### src/rtl/fact_datapath.sv
`default_nettype none
// ============================================================================
// Module      : fact_datapath
// Description : Datapath for the iterative factorial unit. It contains a
//               loadable down-counter, a multiply/accumulate register with a
//               sticky overflow flag, the cnt > 1 comparator, and an output
//               buffer that publishes the result and overflow flag.
//               The control FSM drives {cld, cen, s1, ren, ben}, and the
//               datapath returns 'greater' to it.
// Ports       : clk     - clock, rising edge
//               rst     - asynchronous active-high reset
//               n       - operand, sampled on counter load (cld & cen)
//               cld     - counter load select
//               cen     - counter enable
//               s1      - acc mux select: 0 = constant 1, 1 = acc*cnt
//               ren     - accumulator enable
//               ben     - output buffer enable
//               greater - cnt > 1 (combinational from counter register)
//               result  - registered factorial result (truncated to RES_W)
//               ovf     - registered overflow flag of the published result
// Revision    : 1.0 - initial release
// ============================================================================
module fact_datapath #(
  parameter int DATA_W = 4,
  parameter int RES_W  = 32
) (
  input  logic              clk,
  input  logic              rst,
  input  logic [DATA_W-1:0] n,
  input  logic              cld,
  input  logic              cen,
  input  logic              s1,
  input  logic              ren,
  input  logic              ben,
  output logic              greater,
  output logic [RES_W-1:0]  result,
  output logic              ovf
);

  localparam int FULL_W = RES_W + DATA_W;

  logic [DATA_W-1:0] r_cnt;
  logic [RES_W-1:0]  r_acc;
  logic              r_ovf_acc;
  logic [RES_W-1:0]  r_result;
  logic              r_ovf;

  logic [FULL_W-1:0] w_full;
  logic [RES_W-1:0]  w_prod;
  logic              w_hi_nz;

  // Both operands are zero-extended to the full width so the product keeps
  // every bit; the upper DATA_W bits reveal whether truncation lost data.
  assign w_full  = {{DATA_W{1'b0}}, r_acc} * {{RES_W{1'b0}}, r_cnt};
  assign w_prod  = w_full[RES_W-1:0];
  assign w_hi_nz = |w_full[FULL_W-1:RES_W];

  assign greater = (r_cnt > DATA_W'(1));
  assign result  = r_result;
  assign ovf     = r_ovf;

  // Down-counter. Decrement wraps modulo 2^DATA_W by design.
  always_ff @(posedge clk or posedge rst) begin
    if (rst) begin
      r_cnt <= '0;
    end else if (cen) begin
      if (cld) begin
        r_cnt <= n;
      end else begin
        r_cnt <= r_cnt - DATA_W'(1);
      end
    end
  end

  // Accumulator and sticky overflow. The product uses the counter value from
  // before this edge, because the counter decrements on the same edge.
  always_ff @(posedge clk or posedge rst) begin
    if (rst) begin
      r_acc     <= '0;
      r_ovf_acc <= 1'b0;
    end else if (ren) begin
      if (s1) begin
        r_acc <= w_prod;
        if (w_hi_nz) begin
          r_ovf_acc <= 1'b1;
        end
      end else begin
        // Loading the constant 1 starts a new computation, so overflow clears.
        r_acc     <= RES_W'(1);
        r_ovf_acc <= 1'b0;
      end
    end
  end

  // Output buffer keeps the previous result stable while the next run proceeds.
  always_ff @(posedge clk or posedge rst) begin
    if (rst) begin
      r_result <= '0;
      r_ovf    <= 1'b0;
    end else if (ben) begin
      r_result <= r_acc;
      r_ovf    <= r_ovf_acc;
    end
  end

endmodule
`default_nettype wire

### config.mk
export PLATFORM = sky130hd
export DESIGN_NAME = fact_datapath
export DESIGN_NICKNAME = d
export VERILOG_FILES = /design/src/rtl/fact_datapath.sv
export SDC_FILE = /design/constraint.sdc
export NUM_CORES = 1
export LEC_CHECK = 0
export ABC_AREA = 1
export CAP_MARGIN = 5
export CORE_MARGIN = 4
export CORE_UTILIZATION = 60
export CTS_BUF_LIST = sky130_fd_sc_hd__clkbuf_4
export DETAILED_ROUTE_END_ITERATION = 8
export PLACE_DENSITY = 0.77
export SYNTH_ARGS = -nofsm -noshare
export SYNTH_HDL_FRONTEND = slang
export SYNTH_SLANG_ARGS = --single-unit
### constraint.sdc
create_clock -name clk -period 8.6 [get_ports clk]
set_input_delay 2.58 -clock clk [delete_from_list [all_inputs] [get_ports clk]]
set_output_delay 2.58 -clock clk [all_outputs]
set_load 0.05 [all_outputs]
Yosys cells after proc, flatten, opt, wreduce, memory -nomap -nowiden:

Index checks and enable logic that the tools add are counted.

* flip-flop bits (word level): 70
* bits in latches: 0
* bits in writable memories: 0
* bits in read-only memories: 0
* output and inout port bits: 34
* logic and storage cells: 15
* memories: 0

* $add $sub $neg: 1
* $mul: 1
* div/mod/pow operators: 0
* magnitude comparators: 1
* eq/ne operators: 1
* shift-type cells: 0
* mux-type cells: 4
* bitwise operators: 0
* reduce and logical (&&, ||, !) cells: 2

Operators by type and width (number)
* multiplier 32 x 4 -> 36 bit: 1
* 2-to-1 mux 32 bit: 1
* > comparator 4 x 1 -> 1 bit (second input constant): 1
* 2-to-1 mux 4 bit: 1
* OR reduction 4 bit: 1
* subtractor 4 x 1 -> 4 bit (second input constant): 1
* 2-to-1 mux 1 bit: 2
* inequality test 2 x 1 -> 1 bit (second input constant): 1
* AND reduction 2 bit: 1

Depth between registers and ports, before layout:

Gate-level depths: netlist (run 1).

* depth after elaboration: 4
* gate-level depth with buffers: 24
* mapped depth without buffers: 22

Worst setup path before layout (run 1):

No wires, ideal clock.

* kind: register -> output
* from: register r_cnt[0]
* to: output greater
* arrival time: 1.626 ns
* required time: 6.020 ns
* setup slack: 4.394 ns
* stages on the path, launching flop included: 5
* cell sequence: dfrtp_1 -> clkbuf_1 -> inv_1 -> ha_1 -> o211ai_1

* cells in the longest elaborated chain, start to end: 1

Ends and longest elaborated chain
* from (decl): line 42 `logic [DATA_W-1:0] r_cnt;`
* from (signal assigned): line 68 `r_cnt <= n;`
* from (signal assigned): line 70 `r_cnt <= r_cnt - DATA_W'(1);`
* > comparator 4 x 1 -> 1 bit: line 58 `assign greater = (r_cnt > DATA_W'(1));`
* to (decl): line 35 `output logic greater,`

No other way between the ends.

Worst setup path after layout (run 1):

* from: register r_cnt[1]
* to: output greater

Same word-level chain as after synthesis.

==> reports/results.ini, run 1 <==
[status]
status = finished, final reports clean

[timing]
clock_skew_ns = 0.0148
final.setup.worst_slack_ns = 2.79
finalMaxSlewViolations = 0
hold_violations = 0
tightest_slew_ns = 1.28
max_slew_margin_pct = 14.8
period_share_pct = 67.6
grt_setup_unrepaired = no
max_freq_mhz = 172
min_period_ns = 5.81
setup_viol = 0
timing.hold.ws_ns = 0.526
finalSetupTns_ns = 0

[critical_path]
start_kind = register
path_cells = inv_1, ha_1, o211ai_1, clkdlybuf4s50_1
worst_path_max_delay_cell = dfrtp_1
cpPeakStageDelay_ns = 1.22
crit_type = register to output port
required_ns = 6.02
crit_path_end_kind = output port
critPathMaxFanout = 33
arrival_ns = 3.23

[routing]
drcViolationCount = 0
wirelength_um = 17300
postRouteAntennaNets = 0
highest_layer = met4
vias = 6465
met2_length_um = 8130
wire_per_inst_um = 13.3
drt_iter0_markers = 395
route.met3.wl_um = 883
firstDrtPassIters = 5
viasPerCell = 4.98
wl_met1_um = 7990

[placed_design]
numPortBuffers = 44
placed_area_mm2 = 0.00809
preCtsSetupSlack_ns = 3.31
hpwl_um = 13000
place_congestion = 0.940

[logic_synthesis]
ys_ff_latch = 70
yosys.cell_types.count = 41
netlist_area_mm2 = 0.00751
syn_inst = 1093
synth_fp_nets = 1206
yosys.area.top_type = dfrtp_1
yosys_warnings = 0
synth_top_area_share_pct = 23.3
synth_area_per_cell_um2 = 6.87
yosys-top-cells-area = dfrtp_1, fa_1, inv_1
ys_seq_area_share_pct = 23.3

[global_routing]
grt_max_degree = 71
antenna_found_initial = 0
grt_pass1_vias = 6391
grt_pass1_wl_um = 30500
track_usage_pct = 26.1
overflow = 0

[floorplan]
die_area_mm2 = 0.0144
die_h_um = 120
die_w_um = 120
core_mm2 = 0.0121
start_util_pct = 62.0
rows = 40
io_pins = 45

[clock_network]
clock-root-buffer = clkbuf_4
clock_path_buffers = 2
clock_sinks = 70
cts_setup_buffers = 0
cts.repair.resized = 0
cts-htree-levels = 3
insertion_delay_ns = 0.43
clkTransAtPathRegs_ns = 0.12
cts_tree = built
cts_hold_buf = 0
cts_made_buffers = 9

[pwr]
p_clk_share_pct = 11.8
pwr-share-comb_pct = 60.4
p_leak_nw = 5.01
p_switching_mw = 1.11
ir_drop_v = 0.000207
power_frac_seq_pct = 27.8
power.internal_mw = 1.00
swShare_pct = 52.6
powerDensity_mw_per_mm2 = 257

[cells_and_area]
nets = 1239
areaGrowthSynthToFinish_pct = 9.90
n_fill_cell = 1096
final_area_mm2 = 0.00825
antenna_cells = 0
layout-drive-gt1-share_pct = 8.75

[worst_hold_path]
hold_class = register to register

[run]
drv_cap = 0

sequential cells by signal, summed over array words and instances (netlist names):
name       cells
ovf            1
r_acc         32
r_ovf_acc      1
r_cnt          4
result        32
cells in the mapped netlist:
cell type	n
inv_1	299
nand2_1	292
dfrtp_1	70
nor2_1	68
a21oi_1	61
fa_1	60
ha_1	42
o21ai_0	38
clkbuf_1	26
nand2_2	22
nand3_1	13
o22ai_1	13
inv_2	12
mux2_2	10
o21ai_1	8
a21oi_2	7
nor2_2	6
nand3_2	5
o21bai_1	5
nor3_1	4
a22o_1	3
nand2_4	3
nor3_2	3
o21bai_2	3
a211oi_1	2
o211ai_1	2
or2_1	2
a21o_1	1
a21oi_4	1
a31o_2	1
a31oi_1	1
and2_0	1
and3_1	1
buf_1	1
clkinv_1	1
nand3b_1	1
nand4_1	1
nor2_4	1
nor4_1	1
o21ai_2	1
or2_4	1
critical path, delay by kind of cell, from the launching register on:
kind,cells,cell delay (ns)
flip-flops,1,1.22
buffers and inverters,2,1.08
AO/OA/AOI/OAI,1,0.21
adder cells (fa/ha/maj),1,0.29
layout make-up:
| class | count | area [um2] | area share, % |
|---|---|---|---|
| clock inverter | 6 | 86.3 | 1.05 |
| clock buffer | 10 | 75.1 | 0.910 |
| timing repair buffer | 49 | 473 | 5.73 |
| sequential | 70 | 1750 | 21.2 |
| multi-input combinational | 684 | 4480 | 54.3 |
| tap | 168 | 210 | 2.55 |
| inverter | 312 | 1170 | 14.2 |
final timing paths:
kind,startpoint,to,slack (ns),cells past startpoint
setup / recovery,r_cnt[1]$_DFFE_PP0P_,greater,2.79,4
hold / removal,result[3]$_DFFE_PP0P_,result[3]$_DFFE_PP0P_,0.53,1
setup reg to reg,r_cnt[1]$_DFFE_PP0P_,r_ovf_acc$_DFFE_PP0P_,4.28,17
hold reg to reg,result[3]$_DFFE_PP0P_,result[3]$_DFFE_PP0P_,0.53,1
max in group asynchronous,rst,result[14]$_DFFE_PP0P_,5.26,3
min in group asynchronous,rst,result[1]$_DFFE_PP0P_,2.73,3
cells in the final DEF, fill, tap and decap left out, types with 2 or more instances in the layout:
cell type	count
o21bai_2	3
clkbuf_4	10
inv_1	298
clkdlybuf4s50_1	43
ha_1	42
o21ai_1	8
nand2_2	22
nor3_2	3
buf_4	5
o21bai_1	5
nand3_2	5
inv_2	13
nand2_4	3
clkinv_2	2
a21oi_2	7
nor3_1	4
nand2_1	292
nand3_1	13
a211oi_1	2
a22o_1	3
bufinv_16	2
o22ai_1	13
dfrtp_1	70
nor2_1	68
mux2_2	10
a21oi_1	61
o211ai_1	2
nor2_2	6
or2_1	2
o21ai_0	38
fa_1	60
power by group through the flow:
| stage | clock, mW | combinational [mW] | sequential (mW) |
|---|---|---|---|
| after global placement | 0 | 1.24 | 0.588 |
| after floorplan | 0 | 0.804 | 0.710 |
| after global routing | 0.271 | 1.46 | 0.607 |
| final | 0.250 | 1.28 | 0.588 |
| after detailed placement | 0 | 1.27 | 0.589 |
| after CTS | 0.257 | 1.28 | 0.584 |
through the flow:
stage	cells	util (%)	power, mW
floorplan	1093	-	1.51
global placement	1283	66.8	1.83
detailed placement	1283	66.8	1.86
CTS	1299	68.1	2.12
global route	1299	68.1	2.34
finish	1299	68.1	2.12
kinds of logic after synthesis:
logic type / synth area share [%]
fa+ha+maj: 23.0
compound gates: 11.4
simple gates: 23.9
flops: 23.3
mux: 1.50
buf+inv: 16.9
metal layers:
layer	vias to the layer above	track usage [%]
met4	0	6.66
met1	2982	35.7
met3	26	4.24
li1	3290	-
met2	167	43.4
met5	-	0
No activity file was read; power rests on OpenSTA's default activity.
==> run 2: changes to the inputs <==
CORE_UTILIZATION = 57   (was 60)
clock period = 4.8 ns   (was 8.6 ns; I/O delays follow)
==> run 2 against run 1 <==
  * Utilization is 3.1 points lower
  * Global-route usage is 0.12 points lower
  * Via count is 2.9% higher
==> reports/results.ini, run 2 (synthesis gave the netlist of run 1 again) <==
[critical_path]
critPathMaxFanout = 20  ; -39%
crit_path_end_kind = output port
path_cells = inv_1, ha_1, o211ai_1, clkdlybuf4s50_1
path_delay_family = buffers and inverters
required_ns = 3.36  ; -2.66 ns
path_buf_inv = 2  ; unchanged
start_kind = register
reg2reg_slack_ns = 0.81  ; -3.47 ns
cpPeakStageDelay_ns = 0.83  ; -0.39 ns
crit_type = register to output port
arrival_ns = 2.75  ; -0.48 ns
worst_path_max_delay_cell = clkdlybuf4s50_1

[cells_and_area]
areaGrowthSynthToFinish_pct = 10.6
final_area_mm2 = 0.00830  ; +0.65%
final_cell_mix = inv_1, nand2_1, dfrtp_1, nor2_1, a21oi_1
fin_cells = 1306  ; +0.54%
mostFrequentLayoutCell = inv_1
layout-drive-gt1-share_pct = 8.91  ; +0.15 points
antenna_cells = 0  ; unchanged
fin_util_pct = 65.0  ; -3.1 points
nets = 1242  ; +0.24%
n_fill_cell = 1184  ; +8.0%

[worst_hold_path]
hold_class = register to register

[pwr]
p_total_mw = 3.87  ; +83%
powerDensity_mw_per_mm2 = 467  ; +82%
ir_drop_v = 0.000413  ; +100%
p_leak_nw = 5.04  ; +0.53%

[global_routing]
track_usage_pct = 25.9  ; -0.12 points
grt_pass1_vias = 6666  ; +4.3%
overflow = 0  ; unchanged
grt_max_degree = 71  ; unchanged
grt_pass1_wl_um = 31000  ; +1.6%
antenna_found_initial = 0  ; unchanged

[routing]
drt_iter0_markers = 408  ; +3.3%
wirelength_um = 18100  ; +4.6%
viasPerCell = 5.09  ; +2.3%
postRouteAntennaNets = 0  ; unchanged
vias = 6651  ; +2.9%
firstDrtPassIters = 5  ; unchanged
drcViolationCount = 0  ; unchanged
wire_per_inst_um = 13.9  ; +4.1%

[clock_network]
clock_path_buffers = 2  ; unchanged
cts.repair.resized = 0  ; unchanged
clock_sinks = 70  ; unchanged
insertion_delay_ns = 0.46  ; +0.03 ns
cts-htree-levels = 3  ; unchanged
cts_tree = built
cts_setup_buffers = 0  ; unchanged
clock-root-buffer = clkbuf_4
clkTransAtPathRegs_ns = 0.12  ; about the same
cts_hold_buf = 0  ; unchanged
cts_made_buffers = 9  ; unchanged

[timing]
setup_viol = 0  ; unchanged
tightest_slew_ns = 0.990  ; -0.288 ns
finalSetupTns_ns = 0  ; unchanged
grt_setup_unrepaired = no
hold_violations = 0  ; unchanged
finalMaxSlewViolations = 0  ; unchanged
max_freq_mhz = 239
max_slew_margin_pct = 34.0  ; +19 points
clock_skew_ns = 0.0305  ; +0.0157 ns
final.setup.worst_slack_ns = 0.610  ; -2.18 ns
timing.hold.ws_ns = 0.526  ; +0.0000560 ns
period_share_pct = 87.3
min_period_ns = 4.19

[floorplan]
die_h_um = 123  ; +2.4%
die_area_mm2 = 0.0151  ; +4.9%
rows = 41  ; +2.5%
start_util_pct = 58.8  ; -3.2 points
die_w_um = 123  ; +2.4%
core_mm2 = 0.0128  ; +5.5%
io_pins = 45  ; unchanged

[placed_design]
dpl.cell_count = 1290  ; +0.55%
hpwl_um = 13800  ; +5.9%
placed_area_mm2 = 0.00812  ; +0.34%
place_congestion = 0.937  ; -0.31%
numPortBuffers = 44  ; unchanged
preCtsSetupSlack_ns = 0.840  ; -2.47 ns

[run]
drv_cap = 0  ; unchanged

[status]
status = finished, final reports clean

## run 2: cell types whose count changed in the layout (fill, tap and decap cells not counted), sizes merged
cell / previous run / this run
clkinv: 4 / 3
clkinvlp: 1 / 0
clkbuf: 10 / 9
buf: 6 / 9
bufinv: 2 / 3
inv: 311 / 313
## run 2: final timing paths
kind                                        from                     end  cells past startpoint
hold reg to reg            result[2]$_DFFE_PP0P_   result[2]$_DFFE_PP0P_                      1
min in group asynchronous                    rst  result[23]$_DFFE_PP0P_                      3
setup / recovery            r_cnt[1]$_DFFE_PP0P_                 greater                      4
max in group asynchronous                    rst  result[18]$_DFFE_PP0P_                      3
hold / removal             result[2]$_DFFE_PP0P_   result[2]$_DFFE_PP0P_                      1
setup reg to reg            r_cnt[2]$_DFFE_PP0P_   r_ovf_acc$_DFFE_PP0P_                     18
## run 2: per-layer routing
| metal | vias up | track usage, % | routed length, um |
|---|---|---|---|
| li1 | 3293 | - | - |
| met1 | 3113 | 35.4 | 8240 |
| met2 | 206 | 42.4 | 8400 |
| met3 | 39 | 4.10 | 1050 |
| met4 | 0 | 8.40 | 408 |
| met5 | - | 0 | 0 |
## run 2: layout make-up
type,count,area [um2],share of cell area [%]
Multi-Input combinational cell,684,4480,54.0
Sequential cell,70,1750,21.1
Inverter,312,1170,14.1
Timing Repair Buffer,52,495,5.97
Tap cell,172,215,2.59
Clock inverter,7,120,1.45
Clock buffer,9,67.6,0.814
## run 2: power breakdown
part	switching (mW)	internal [mW]	leakage [nW]
Sequential	0.271	0.795	0.916
Combinational	1.50	0.789	4.03
Clock	0.252	0.266	0.0986
Total	2.02	1.85	5.04
